`src/rtl/alarm_timer_pkg.sv`:
```
// Shared constants for the alarm countdown timer: interval encodings,
// power-up delay values and the countdown state encoding.
package alarm_timer_pkg;

  localparam logic [1:0] INT_ARM    = 2'b00;
  localparam logic [1:0] INT_DRIVER = 2'b01;
  localparam logic [1:0] INT_PASS   = 2'b10;
  localparam logic [1:0] INT_ALARM  = 2'b11;

  localparam logic [3:0] DEF_ARM    = 4'd6;
  localparam logic [3:0] DEF_DRIVER = 4'd8;
  localparam logic [3:0] DEF_PASS   = 4'd15;
  localparam logic [3:0] DEF_ALARM  = 4'd10;

  typedef enum logic [1:0] {
    IDLE  = 2'd0,
    COUNT = 2'd1,
    DONE  = 2'd2
  } state_e;

  function automatic logic [3:0] default_param(input logic [1:0] sel);
    logic [3:0] val;
    case (sel)
      INT_ARM:    val = DEF_ARM;
      INT_DRIVER: val = DEF_DRIVER;
      INT_PASS:   val = DEF_PASS;
      default:    val = DEF_ALARM;
    endcase
    return val;
  endfunction

endpackage

```
`src/rtl/alarm_timer_if.sv`:
```
// Controller <-> timer link: start request with delay selector, the
// parameter programming strobe, and the returned expiry pulse.
interface alarm_timer_if;
  logic       start_timer;
  logic [1:0] interval;
  logic       reprogram;
  logic [1:0] time_param_sel;
  logic [3:0] time_value;
  logic       expired;

  modport master (
    output start_timer, interval, reprogram, time_param_sel, time_value,
    input  expired
  );

  modport slave (
    input  start_timer, interval, reprogram, time_param_sel, time_value,
    output expired
  );
endinterface

```
`src/rtl/one_hz_divider.sv`:
```
// Free-running divider producing a one-cycle tick every CLK_FREQ cycles;
// restart snaps the phase back to zero so a new countdown gets full seconds.
module one_hz_divider #(
  parameter int CLK_FREQ = 50_000_000
) (
  input  logic clock,
  input  logic reset,
  input  logic restart,
  output logic one_hz_enable
);

  localparam int W = (CLK_FREQ > 2) ? $clog2(CLK_FREQ) : 1;
  localparam logic [W-1:0] DIV_MAX = W'(CLK_FREQ - 1);

  logic [W-1:0] div_q;
  logic [W-1:0] div_d;

  always_comb begin
    div_d = div_q + W'(1);
    if (restart || div_q == DIV_MAX) begin
      div_d = '0;
    end
  end

  always_ff @(posedge clock) begin
    if (reset) begin
      div_q <= '0;
    end else begin
      div_q <= div_d;
    end
  end

  assign one_hz_enable = (div_q == DIV_MAX);

endmodule

```
`src/rtl/alarm_timer.sv`:
```
// Countdown timer with four reprogrammable delays and the shared 1 Hz tick.
// Optional seconds-remaining output enabled by ALARM_TIMER_REMAIN_EN.
module alarm_timer
  import alarm_timer_pkg::*;
#(
  parameter int CLK_FREQ = 50_000_000
) (
  input  logic           clock,
  input  logic           reset,
  alarm_timer_if.slave   tmr,
  output logic           one_hz_enable
`ifdef ALARM_TIMER_REMAIN_EN
  ,
  output logic [3:0]     remaining
`endif
);

  state_e     state_q, state_d;
  logic [3:0] count_q, count_d;
  logic       start_q, start_d;
  logic [1:0] interval_q, interval_d;
  logic [3:0] param_val [4];
  logic       start_ev;
  logic       load;
  logic       tick;

  for (genvar gi = 0; gi < 4; gi++) begin : g_param
    logic [3:0] p_q;
    logic [3:0] p_d;

    always_comb begin
      p_d = p_q;
      if (tmr.reprogram && tmr.time_param_sel == 2'(gi)) begin
        p_d = tmr.time_value;
      end
    end

    always_ff @(posedge clock) begin
      if (reset) begin
        p_q <= default_param(2'(gi));
      end else begin
        p_q <= p_d;
      end
    end

    assign param_val[gi] = p_q;
  end

  // An interval change while start is held counts as a fresh request.
  assign start_ev = tmr.start_timer && (!start_q || (tmr.interval != interval_q));
  assign load     = start_ev && !tmr.reprogram;

  one_hz_divider #(
    .CLK_FREQ (CLK_FREQ)
  ) u_div (
    .clock         (clock),
    .reset         (reset),
    .restart       (load),
    .one_hz_enable (tick)
  );

  assign one_hz_enable = tick;

  always_comb begin
    state_d    = state_q;
    count_d    = count_q;
    start_d    = tmr.start_timer;
    interval_d = tmr.interval;
    if (tmr.reprogram) begin
      state_d = IDLE;
    end else if (start_ev) begin
      state_d = COUNT;
      count_d = param_val[tmr.interval];
    end else begin
      case (state_q)
        COUNT: begin
          if (count_q == 4'd0) begin
            state_d = DONE;
          end else if (tick) begin
            count_d = count_q - 4'd1;
            if (count_q == 4'd1) begin
              state_d = DONE;
            end
          end
        end
        DONE:    state_d = IDLE;
        default: state_d = state_q;
      endcase
    end
  end

  always_ff @(posedge clock) begin
    if (reset) begin
      state_q    <= IDLE;
      count_q    <= 4'd0;
      start_q    <= 1'b0;
      interval_q <= 2'b00;
    end else begin
      state_q    <= state_d;
      count_q    <= count_d;
      start_q    <= start_d;
      interval_q <= interval_d;
    end
  end

  assign tmr.expired = (state_q == DONE);

`ifdef ALARM_TIMER_REMAIN_EN
  assign remaining = (state_q == COUNT) ? count_q : 4'd0;
`endif

endmodule

```
`src/flat_wrapper.sv`:
```
// flat-port wrapper written by rule: the top's interface ports become plain ports
module alarm_timer_flat import alarm_timer_pkg::*;
#(
  parameter int CLK_FREQ = 50_000_000
)
  (clock, reset, one_hz_enable, tmr_start_timer, tmr_interval, tmr_reprogram, tmr_time_param_sel, tmr_time_value, tmr_expired);
  alarm_timer_if tmr_i ();
  input  logic clock;
  input  logic reset;
  output logic one_hz_enable;
  input wire logic [$bits(tmr_i.start_timer)-1:0] tmr_start_timer;
  input wire logic [$bits(tmr_i.interval)-1:0] tmr_interval;
  input wire logic [$bits(tmr_i.reprogram)-1:0] tmr_reprogram;
  input wire logic [$bits(tmr_i.time_param_sel)-1:0] tmr_time_param_sel;
  input wire logic [$bits(tmr_i.time_value)-1:0] tmr_time_value;
  output wire logic [$bits(tmr_i.expired)-1:0] tmr_expired;
  assign tmr_i.start_timer = tmr_start_timer;
  assign tmr_i.interval = tmr_interval;
  assign tmr_i.reprogram = tmr_reprogram;
  assign tmr_i.time_param_sel = tmr_time_param_sel;
  assign tmr_i.time_value = tmr_time_value;
  assign tmr_expired = tmr_i.expired;
  alarm_timer #(.CLK_FREQ(CLK_FREQ)) u_core (.clock(clock), .reset(reset), .tmr(tmr_i), .one_hz_enable(one_hz_enable));
endmodule
```
`config.mk`:
```
export PLATFORM = sky130hd
export DESIGN_NAME = alarm_timer_flat
export DESIGN_NICKNAME = d
export VERILOG_FILES = /design/src/rtl/alarm_timer_pkg.sv /design/src/rtl/alarm_timer_if.sv /design/src/rtl/one_hz_divider.sv /design/src/rtl/alarm_timer.sv /design/src/flat_wrapper.sv
export SDC_FILE = /design/constraint.sdc
export NUM_CORES = 1
export LEC_CHECK = 0
export ABC_AREA = 1
export BUFFER_PORTS_ARGS = -buffer_cell sky130_fd_sc_hd__clkbuf_2
export CORE_ASPECT_RATIO = 0.9
export CORE_MARGIN = 5
export CORE_UTILIZATION = 50
export CTS_CLUSTER_DIAMETER = 200
export CTS_CLUSTER_SIZE = 24
export DETAILED_ROUTE_END_ITERATION = 7
export GPL_TIMING_DRIVEN = 0
export HOLD_SLACK_MARGIN = 0.06
export PLACE_DENSITY = 0.76
export REMOVE_ABC_BUFFERS = 1
export SYNTH_ARGS = -nofsm -noshare
export SYNTH_HDL_FRONTEND = slang
export SYNTH_SLANG_ARGS = --single-unit
```
`constraint.sdc`:
```
create_clock -name clock -period 3 [get_ports clock]
set_input_delay 0.6 -clock clock [delete_from_list [all_inputs] [get_ports clock]]
set_output_delay 0.6 -clock clock [all_outputs]
set_load 0.01 [all_outputs]
```
After elaboration in Yosys (flattened, before gate mapping) --
Cells that the tools add are included.
Operators by class: add/sub/neg operators 2, order comparisons 1, equality and inequality tests 13, mux-type cells 12, bitwise operators 2, reduce and logical (&&, ||, !) cells 22
Operator list (number):
- $add 26x1->26 const B | 1
- $eq 26x26->1 const B | 1
- $mux 4 | 6
- $bmux 4 s2 | 1
- $eq 2x2->1 const B | 3
- $logic_and 1x1->1 | 6
- $mux 2 | 3
- $reduce_and 3->1 | 2
- $reduce_bool 2->1 | 3
- $eq 2x1->1 const B | 2
- $eq 4x1->1 const B | 1
- $logic_not 4->1 | 1
- $ne 4x1->1 const B | 1
- $ne 4x2->1 const B | 1
- $pmux 2 s2 | 1
- $reduce_and 4->1 | 1
- $reduce_or 2->1 | 2
- $sub 4x1->4 const B | 1
- $ge 3x3->1 const B | 1
- $ne 3x1->1 const B | 1
- $ne 3x2->1 const B | 1
- $not 2->3 | 1
- $reduce_bool 3->1 | 1
- $reduce_or 3->1 | 1
- other kinds (7) | 9
Storage, ports and cells: register bits 51, input port bits 12, output and inout bits 2, word-level logic and storage cells 62

Logic depth before layout (Yosys ltp) --
Gate-level depths: netlist of run 1.
word-level depth 6, mapped depth 11

Hierarchy --
Synthesis of run 1 repeated with hierarchy kept, for this count alone.
Second synthesis, totals: cell total of the unflattened synthesis 405, area total of the unflattened synthesis 2725.1 µm²
By module, submodules not included:
- one_hz_divider | instances 1, cells an instance 217, area each 1423.9 µm²
- alarm_timer | instances 1, cells an instance 188, area each 1301.2 µm²

Least setup slack after synthesis of run 1 --
Ideal clock, no wire load.
path type register to output, start register u_core.u_div.div_q[0], end output port one_hz_enable, arrival time 1.161 ns, data required time 2.400 ns, setup slack 1.239 ns, cell stages (with the launch flop) 8, path buffers 0, cells stage by stage dfxtp_1 -> ha_1 -> nand2_1 -> inv_2 -> nand2_2 -> nor2_2 -> nand4_1 -> inv_1
Between the ends: longest elaborated chain between the ends 1
Ends and longest elaborated chain:
- start: declaration | RTL line one_hz_divider.sv:15 | logic [W-1:0] div_q;
- start signal: assignment | RTL line one_hz_divider.sv:29 | div_q <= div_d;
- $eq 26x26->1 | RTL line one_hz_divider.sv:33 | assign one_hz_enable = (div_q == DIV_MAX);
- end: declaration | RTL line flat_wrapper.sv:10 | output logic one_hz_enable;
No other way between the ends.

Worst setup path after layout of run 1 --
Ends and elaborated chain as after synthesis.

==> impl_metrics.yaml, run 1 <==
clock_network:
  cts_buffers: 5
  clock_latency_ps: 300
  root_buffer: "clkbuf_8"
  post_cts_buffers: 0
  cts_tree: "yes"
  htree_levels: 2
  cts_hold_buf: 0
  clkSinkCount: 51
  clkTransAtPathRegs_ps: 100
  clockBufferDepth: 2
  cts_resized: 0
grt:
  grt_pass1_wl_mm: 9.73
  grt.total_usage: 0.171
  grt_overflow: 0
  grt_pass1_vias: 2263
  antenna_found_initial: 0
  grt_start_max_net_pins: 27
layout:
  num_antenna_cells: 0
  area_delta_synth_final_pct: 6.93
  seq_area_um2: 1020
  stdcell_area_um2: 2900
  n_fill_cell: 506
  multiInputGateArea_um2: 1460
  finish.utilization: 0.551
  final_nets: 417
  final_layout_size_suffix_gt1_frac: 0.130
flow_run:
  cap_violations: 0
routing:
  vias_per_cell: 5.09
  first_pass_iters: 4
  drt_iter0_drc: 132
  drcViolationCount: 0
  via_count: 2380
  wire_per_inst_um: 11.6
  wl_mm: 5.44
  route.antenna.remaining_nets: 0
setup_path:
  r2r_setup_slack_ps: 1270
  cp.required_ps: 2400
  r2r_cells: 8
  worst_setup_path_start_kind: "register"
  cp-end-kind: "primary output"
  crit_end: "one_hz_enable"
  cp_max_fo: 5
  r2r-end: "u_core.u_div.div_q[2]"
  crit_arrival_ps: 1720
  startpoint: "u_core.u_div.div_q[0]"
  timing.rr.start: "u_core.u_div.div_q[0]"
  crit_type: "reg -> out"
timing:
  maxSlewHeadroom: 0.554
  period_minus_slack_ps: 2320
  setup_tns_ps: 0
  final-max-slew-violation-count: 0
  fmax_mhz: 431
  finalSetupViolations: 0
  final_hold_viol_count: 0
  tightest_slew_ps: 669
  grt_setup_unrepaired: "false"
  fin_skew_ps: 10.5
  finalCritPeriodShare: 0.773
  holdWs_ps: 461
synthesis:
  syn-cell-area_um2: 2710
  synth_top_cell_by_area: "dfxtp_1"
  yosysSeqAreaShare: 0.377
  synth-async-reset-ratio: 0
  synthFlopType: "dfxtp_1"
  yosysUniqueCellTypes: 39
  synth.avg_cell_area_um2: 7.00
  ys_top_cells_by_count: "89 x nand2_1, 67 x nor2_1, 51 x dfxtp_1"
  synthCells: 387
  synth_enable_flop_cells: 0
  synth.most_common_cell: "nand2_1"
  synth_seq_cells: 51
  ys_top_cells_by_area: "dfxtp_1 38%, nand2_1 12%, nor2_1 9.3%"
  yosys_warnings: 0
  synth_top_area_share: 0.377
die:
  io_pins: 14
  core_um2: 5260
  die_h_um: 79.8
  initial_core_util: 0.515
  rows: 25
  die_area_um2: 6990
  die_w_um: 87.6
power:
  swShare: 0.264
  vdd_ir_drop_max_uv: 246
  power_frac_seq: 0.576
  p_leak_nw: 1.21
  clkPwrFrac: 0.330
  switchingPower_w: 0.000325
  combPwrFrac: 0.094
  p_int_w: 0.000906
  powerDensity_nw_per_um2: 425
place:
  dp_hpwl_mm: 4.19
  gp_congestion: 0.872
  place_area_um2: 2800
  io_buffers: 13
worst_hold_path:
  hp-class: "reg -> reg"
status:
  status: "complete, no violations"
power groups by stage:
| stage | registers [W] | clock network, W | logic [W] |
|---|---|---|---|
| after floorplan | 0.000721 | 0 | 0.0000822 |
| after CTS | 0.000709 | 0.000415 | 0.000117 |
| after global placement | 0.000723 | 0 | 0.000113 |
| final | 0.000709 | 0.000406 | 0.000116 |
| after global routing | 0.000711 | 0.000443 | 0.000135 |
| after detailed placement | 0.000724 | 0 | 0.000116 |
registers in the layout, summed over array words and instances, names as in the netlist:
signal and cells:
u_core.g_param.p_q 16, u_core.start_q 1, u_core.interval_q 2, u_core.u_div.div_q 26
u_core.state_q 2, u_core.count_q 4
critical path: stages, from the launching register on:
cell      delay (ps)
dfxtp_1          370
ha_1             180
nand2_1           70
inv_2             60
nand2_2          110
nor2_2           190
nand4_1          220
inv_1             90
clkbuf_2         130
layer usage:
| layer | part of all wire | vias up | track usage |
|---|---|---|---|
| met2 | 0.43 | 49 | 0.266 |
| met3 | 0.048 | 9 | 0.0341 |
| met5 | 0 | - | 0 |
| li1 | - | 1263 | - |
| met1 | 0.51 | 1059 | 0.239 |
| met4 | 0.010 | 0 | 0.0491 |
placed cells by master (no fill, tap or decap):
cell type,instances
nand2_1,89
nor2_1,67
dfxtp_1,51
inv_1,39
o21ai_0,21
nand3_1,19
clkbuf_2,13
a21oi_1,12
nand4_1,11
nor3_1,7
a21oi_2,6
xnor2_1,5
xor2_1,5
ha_1,5
clkbuf_8,5
inv_2,4
nor2_4,3
nand2_2,3
nand3_2,3
or2_1,3
nor3b_1,3
nor2_2,2
clkinv_2,2
nand2_4,2
a31oi_1,2
o22ai_1,2
o21ai_1,2
nor3_2,2
or2_0,2
clkinvlp_4,2
and2_1,1
o21a_1,1
nand3_4,1
nor2_8,1
nand3b_1,1
and3_1,1
nor3b_2,1
or2_2,1
inv_6,1
worst min path at each step:
stage / end / startpoint / cells past startpoint
global route: u_core.u_div.div_q[0] / u_core.u_div.div_q[0] / 1
CTS: u_core.g_param[1].p_q[0] / u_core.g_param[1].p_q[0] / 2
finish: u_core.g_param[2].p_q[3] / u_core.g_param[2].p_q[3] / 2
global placement: u_core.u_div.div_q[0] / u_core.u_div.div_q[0] / 1
detailed placement: u_core.g_param[2].p_q[3] / u_core.g_param[2].p_q[3] / 2
floorplan: u_core.u_div.div_q[0] / u_core.u_div.div_q[0] / 1
kinds of logic after synthesis:
group	after synthesis	share of synthesized area
fa+ha+maj	5	0.0231
buf+inv	52	0.0831
compound gates	46	0.0961
xor+xnor	10	0.0323
simple gates	223	0.388
flops	51	0.377
stage by stage:
stage / cells / power, W / worst slack [ps]
5_1_grt: 468 / 0.00129 / 499
3_5_place_dp: 460 / 0.000840 / 987
6_report: 468 / 0.00123 / 680
4_1_cts: 468 / 0.00124 / 665
2_1_floorplan: 380 / 0.000803 / 1240
3_3_place_gp: 460 / 0.000836 / 997
final cells by class:
cell class	instances	area share
timing repair buffer	13	0.0225
tap	67	0.0289
inverter	45	0.0592
clock buffer	5	0.0238
multi-input combinational	284	0.505
sequential	51	0.352
clock inverter	3	0.00821
(Power assumes the default switching activity.)
==> inputs of run 2 (changes only) <==
--- a/config.mk
+++ b/config.mk
@@ -5,7 +5,7 @@
 export SDC_FILE = /design/constraint.sdc
 export NUM_CORES = 1
 export LEC_CHECK = 0
-export ABC_AREA = 1
+export ABC_AREA = 0
 export BUFFER_PORTS_ARGS = -buffer_cell sky130_fd_sc_hd__clkbuf_2
 export CORE_ASPECT_RATIO = 0.9
 export CORE_MARGIN = 5
==> constraint.sdc (replaced) <==
create_clock -name clock -period 2.2 [get_ports clock]
set_input_delay 0.44 -clock clock [delete_from_list [all_inputs] [get_ports clock]]
set_output_delay 0.44 -clock clock [all_outputs]
set_load 0.01 [all_outputs]
==> run 2 against run 1 <==
Setup slack got worse by 640 ps. Largest power group unchanged. Clock power increased by 30%. Largest cell class unchanged. First-iteration DRC count decreased by 27%. Combinational power increased by 41%.
==> impl_metrics.yaml, run 2 <==
synthesis:
  syn-cell-area_um2: 2440
  ys_top_cells_by_count: "54 x nor2_1, 51 x dfxtp_1, 19 x xor2_1"
  ys_top_cells_by_area: "dfxtp_1 42%, nor2_1 8.3%, xor2_1 6.8%"
  synthFlopType: "dfxtp_1"
  synthCells: 271
  synth_top_cell_by_area: "dfxtp_1"
  synth_seq_cells: 51
  yosysSeqAreaShare: 0.418
  synth.avg_cell_area_um2: 9.01
  synth.most_common_cell: "nor2_1"
  synth_top_area_share: 0.418
  synth-async-reset-ratio: 0
  yosys_warnings: 0
  yosysUniqueCellTypes: 46
  synth_enable_flop_cells: 0
setup_path:
  cp.required_ps: 1760
  slowest_delay_ps: 370
  worst_setup_path_start_kind: "register"
  crit_arrival_ps: 1720
  crit_chain: "ha_4 > and4bb_2 > nand4_1 > nor4_4 > buf_2"
  cp-end-kind: "primary output"
  cp_max_fo: 6
  crit_type: "reg -> out"
  slowest_stage: "dfxtp_4"
routing:
  wire_per_inst_um: 13.7
  wl_mm: 4.80
  first_pass_iters: 4
  route.antenna.remaining_nets: 0
  via_count: 1913
  vias_per_cell: 5.45
  drcViolationCount: 0
  drt_iter0_drc: 97
clock_network:
  cts_buffers: 5
  cts_hold_buf: 0
  clockBufferDepth: 2
  htree_levels: 2
  cts_tree: "yes"
  clock_latency_ps: 300
  clkSinkCount: 51
  clkTransAtPathRegs_ps: 90
  root_buffer: "clkbuf_8"
layout:
  final_layout_size_suffix_gt1_frac: 0.178
  reg_top3: "u_core.u_div.div_q x26, u_core.g_param.p_q x16, u_core.count_q x4"
  largest_reg_flops: 26
  regMostFlops: "u_core.u_div.div_q"
  stdcell_area_um2: 2720
  n_fill_cell: 443
  final_nets: 302
  mostFrequentLayoutCell: "nor2_1"
  area_delta_synth_final_pct: 11.3
  final_cell_mix: "54 x nor2_1, 48 x dfxtp_1, 19 x xor2_1"
  finish.utilization: 0.566
  num_antenna_cells: 0
grt:
  antenna_found_initial: 0
  grt_pass1_wl_mm: 8.20
  grt.total_usage: 0.152
  grt_pass1_vias: 1847
  grt_overflow: 0
  grt_start_max_net_pins: 27
flow_run:
  cap_violations: 0
status:
  status: "complete, no violations"
die:
  rows: 24
  io_pins: 14
  die_h_um: 76.3
  core_um2: 4800
  die_area_um2: 6380
  die_w_um: 83.7
  initial_core_util: 0.508
timing:
  fin_skew_ps: 3.12
  finalSetupViolations: 0
  finalCritPeriodShare: 0.984
  final_hold_viol_count: 0
  setup_tns_ps: 0
  maxSlewHeadroom: 0.441
  final.setup.worst_slack_ps: 35.9
  holdWs_ps: 362
  tightest_slew_ps: 833
  grt_setup_unrepaired: "true"
  final-max-slew-violation-count: 0
  period_minus_slack_ps: 2160
  fmax_mhz: 462
power:
  combPwrFrac: 0.098
  switchingPower_w: 0.000415
  power_frac_seq: 0.583
  clkPwrFrac: 0.318
  powerDensity_nw_per_um2: 610
  p_int_w: 0.00124
  vdd_ir_drop_max_uv: 313
  swShare: 0.250
  p_leak_nw: 1.01
place:
  place_area_um2: 2530
  io_buffers: 13
  dp_hpwl_mm: 3.35
  place_ws_ps: -515
  gp_congestion: 0.817
worst_hold_path:
  hp-class: "in -> reg"
## run 2: cell count changes after synthesis, sizes merged, moves of 4 or more
| cell | delta |
|---|---|
| a21oi | -8 |
| nand2 | -83 |
| nor2b | +5 |
| or2 | -5 |
| nor4 | +5 |
| mux4 | +4 |
| o21ai | -20 |
| inv | -30 |
| and3 | +5 |
| xor2 | +14 |
| a211o | +10 |
| nand3 | -10 |
| nor2 | -19 |
## run 2: metrics by stage
step	instances	power (W)
3_5_place_dp	338	0.00114
6_report	351	0.00166
3_3_place_gp	338	0.00113
5_1_grt	351	0.00174
2_1_floorplan	260	0.00109
4_1_cts	347	0.00167
## run 2: area by class of cell
type / instances / area (um^2) / area share
multi-input cells: 196 / 1370 / 0.503
flip-flops and latches: 51 / 1030 / 0.379
repair buffers: 18 / 103 / 0.0377
well taps: 65 / 81.3 / 0.0299
clock buffers: 5 / 68.8 / 0.0253
inverters: 13 / 48.8 / 0.0179
clock inverters: 3 / 20.0 / 0.00736
## run 2: timing repair
action | in CTS | in global routing
gates resized for setup | 4 | 11
endpoints found under the setup margin | 27 | 31
setup buffers | 1 | 4
pin swaps | 1 | 3
## run 2: power by group through the flow
stage	clock network [W]	logic [W]	registers (W)
6_report	0.000528	0.000163	0.000967
3_3_place_gp	0	0.000147	0.000988
5_1_grt	0.000582	0.000183	0.000971
4_1_cts	0.000547	0.000153	0.000967
2_1_floorplan	0	0.000104	0.000984
3_5_place_dp	0	0.000151	0.000989
## run 2: routing by layer
metal  wire length (um)  vias to the layer above  track usage
met1               2340                      916        0.199
met2               2220                       22        0.246
met5                  0                        -            0
met4                 76                        0       0.0450
met3                163                        8       0.0368
li1                   -                      967            -
## run 2: critical path, delay by kind of cell (launching register included)
kind	cells	cell delay, ps
adder cells (fa/ha/maj)	1	160
AND/OR/NAND/NOR	3	720
buffers and inverters	1	180
flip-flops	1	370
## run 2: final timing paths
| check | start | endpoint | slack, ps | cells after the start |
|---|---|---|---|---|
| hold / removal | tmr_time_value[2] | u_core.g_param[0].p_q[2] | 360 | 2 |
| hold reg to reg | u_core.u_div.div_q[0] | u_core.u_div.div_q[0] | 440 | 1 |
| setup / recovery | u_core.u_div.div_q[0] | one_hz_enable | 40 | 5 |
| setup reg to reg | u_core.count_q[0] | u_core.count_q[3] | 200 | 7 |
## run 2: logic make-up after synthesis
group           Yosys count  synth area share
mux                       8            0.0538
fa+ha+maj                 5            0.0256
simple gates            125             0.275
xor+xnor                 26            0.0932
flops                    51             0.418
buf+inv                  24            0.0430
compound gates           32            0.0912
==> inputs of run 3 (changes only) <==
--- a/config.mk
+++ b/config.mk
@@ -19,4 +19,5 @@
 export REMOVE_ABC_BUFFERS = 1
 export SYNTH_ARGS = -nofsm -noshare
 export SYNTH_HDL_FRONTEND = slang
+export SYNTH_HIERARCHICAL = 1
 export SYNTH_SLANG_ARGS = --single-unit
==> constraint.sdc (replaced) <==
create_clock -name clock -period 2.5 [get_ports clock]
set_input_delay 0.5 -clock clock [delete_from_list [all_inputs] [get_ports clock]]
set_output_delay 0.5 -clock clock [all_outputs]
set_load 0.01 [all_outputs]
==> run 3 against run 2 <==
Critical endpoint is now u_core/count_q[2]. Highest routed layer unchanged. Routed wire length fell by 7.7%. Largest power group unchanged. Count of clock-buffer cells in the layout did not move. Sequential share of layout area rose by 0.11 points. Synthesized cell count fell by 3.7%. Sequential power fell by 12%.
==> impl_metrics.yaml, run 3 <==
setup_path:
  timing.rr.start: "u_core/u_div/div_q[0]"
  crit_type: "reg -> reg"
  worst_setup_path_start_kind: "register"
  cp_max_fo: 5
  crit_arrival_ps: 2510
  crit_chain: "ha_1 > and3_1 > nand4_1 > nor2_2 > and3b_2 > nand3b_1 > or3b_1 > a311oi_1"
  slowest_delay_ps: 390
  cp_num_buf_inv: 0
  cp-end-kind: "register"
  slowest_stage: "dfxtp_1"
  startpoint: "u_core/u_div/div_q[0]"
  cp.required_ps: 2720
  worst_path_dominant_cell_family: "simple AND/OR/NAND/NOR gates"
routing:
  wl_mm: 4.43
  wire_per_inst_um: 13.1
  first_pass_iters: 4
  drt_iter0_drc: 97
  via_count: 1909
  drcViolationCount: 0
  route.antenna.remaining_nets: 0
  vias_per_cell: 5.63
layout:
  largest_reg_flops: 26
  n_fill_cell: 424
  regMostFlops: "u_core/u_div/div_q"
  mostFrequentLayoutCell: "dfxtp_1"
  final_layout_size_suffix_gt1_frac: 0.139
  finish.utilization: 0.556
  reg_top3: "u_core/u_div/div_q x26, u_core/g_param.p_q x16, u_core/count_q x4"
  final_cell_mix: "51 x dfxtp_1, 29 x nor2_1, 23 x nand2_1"
  num_antenna_cells: 0
  final_nets: 288
  layout.cells.non_filler: 339
  area_delta_synth_final_pct: 8.70
grt:
  grtUsageMet2: 0.224
  grt_pass1_vias: 1767
  grt_use_met3: 0.0354
  grtUsageMet1: 0.199
  grt.total_usage: 0.145
  grt_start_max_net_pins: 20
  grt_overflow: 0
  busiest_layer: "met2"
  antenna_found_initial: 0
  grt_pass1_wl_mm: 7.81
synthesis:
  synth_top_area_share: 0.413
  ys_top_cells_by_count: "51 x dfxtp_1, 30 x nor2_1, 23 x nand2_1"
  synth_seq_cells: 51
  synthCells: 261
  yosys_warnings: 6
  syn-cell-area_um2: 2470
  yosysSeqAreaShare: 0.413
  synth.avg_cell_area_um2: 9.47
  yosysUniqueCellTypes: 49
  synthFlopType: "dfxtp_1"
  synth_enable_flop_cells: 0
  synth_top_cell_by_area: "dfxtp_1"
  synth-async-reset-ratio: 0
  synth.most_common_cell: "dfxtp_1"
  ys_top_cells_by_area: "dfxtp_1 41%, mux2i_1 6.9%, nor2_1 4.6%"
clock_network:
  root_buffer: "clkbuf_8"
  clkSinkCount: 51
  post_cts_buffers: 0
  cts_tree: "yes"
  cts_buffers: 5
  clkTransAtPathRegs_ps: 90
  clock_latency_ps: 310
  htree_levels: 2
  cts_hold_buf: 0
  clockBufferDepth: 2
place:
  gp_congestion: 0.754
  dp.cells: 331
  io_buffers: 13
  dp_hpwl_mm: 3.16
timing:
  fin_skew_ps: 6.02
  final-max-slew-violation-count: 0
  holdWs_ps: 452
  period_minus_slack_ps: 2290
  maxSlewHeadroom: 0.671
  finalSetupViolations: 0
  setup_tns_ps: 0
  tightest_slew_ps: 494
  finalCritPeriodShare: 0.917
  final_hold_viol_count: 0
  grt_setup_unrepaired: "false"
  fmax_mhz: 436
die:
  die_h_um: 76.7
  rows: 24
  io_pins: 14
  die_area_um2: 6450
  initial_core_util: 0.511
  die_w_um: 84.1
  core_um2: 4830
worst_hold_path:
  holdCritStartpoint: "tmr_start_timer"
  hp-class: "in -> reg"
power:
  vdd_ir_drop_max_uv: 269
  p_leak_nw: 0.979
  powerDensity_nw_per_um2: 547
status:
  status: "complete, no violations"
flow_run:
  cap_violations: 0
run 3: path summary, 6_finish.rpt:
check,cells past startpoint,slack (ps),endpoint
worst max-delay path,8,210,u_core/count_q[2]
worst min-delay path,2,450,u_core/start_q
worst max register to register,8,210,u_core/count_q[2]
worst min register to register,2,480,u_core/g_param[0].p_q[2]
run 3: stage by stage:
stage	total power [W]	setup slack, ps	cell area [um^2]
4_1_cts	0.00149	150	2690
6_report	0.00147	208	2690
3_5_place_dp	0.000988	175	2590
5_1_grt	0.00153	12.7	2690
2_1_floorplan	0.000942	335	2420
3_3_place_gp	0.000981	-297	2560
run 3: final cells by class:
cell class | instances | area, um^2 | share of cell area
multi-input cells | 192 | 1380 | 0.512
flip-flops and latches | 51 | 1020 | 0.380
clock buffers | 5 | 68.8 | 0.0256
well taps | 65 | 81.3 | 0.0303
clock inverters | 3 | 27.5 | 0.0102
inverters | 9 | 33.8 | 0.0126
repair buffers | 14 | 80.1 | 0.0298
run 3: logic make-up after synthesis:
group	count (synthesis)	share of synthesized area
XOR/XNOR	15	0.0531
adder cells (fa/ha/maj)	3	0.0152
AO/OA/AOI/OAI	36	0.107
buffers and inverters	18	0.0354
AND/OR/NAND/NOR	116	0.262
flip-flops	51	0.413
multiplexers	22	0.114
run 3: worst reg2reg max path, stage by stage (launching register included):
cell      delay, ps
dfxtp_1         390
ha_1            210
and3_1          270
nand4_1         210
nor2_2          180
and3b_2         250
nand3b_1        100
or3b_1          350
a311oi_1        230
run 3: report_power, final:
group | internal, W | switching (W) | total (W)
clock | 0.000208 | 0.000294 | 0.000502
sequential | 0.000832 | 0.0000160 | 0.000848
combinational | 0.0000544 | 0.0000663 | 0.000121
total | 0.00109 | 0.000377 | 0.00147
run 3: per-layer routing:
| layer | share of wire | up-vias |
|---|---|---|
| met5 | 0 | - |
| met2 | 0.45 | 22 |
| met1 | 0.50 | 913 |
| met4 | 0.015 | 0 |
| li1 | - | 968 |
| met3 | 0.031 | 6 |
run 3: repair_timing:
| item | 4_1_cts | 5_1_grt |
|---|---|---|
| resized for setup | 0 | 1 |
| endpoints found under the hold margin | 0 | 0 |
| endpoints found under the setup margin | 0 | 1 |
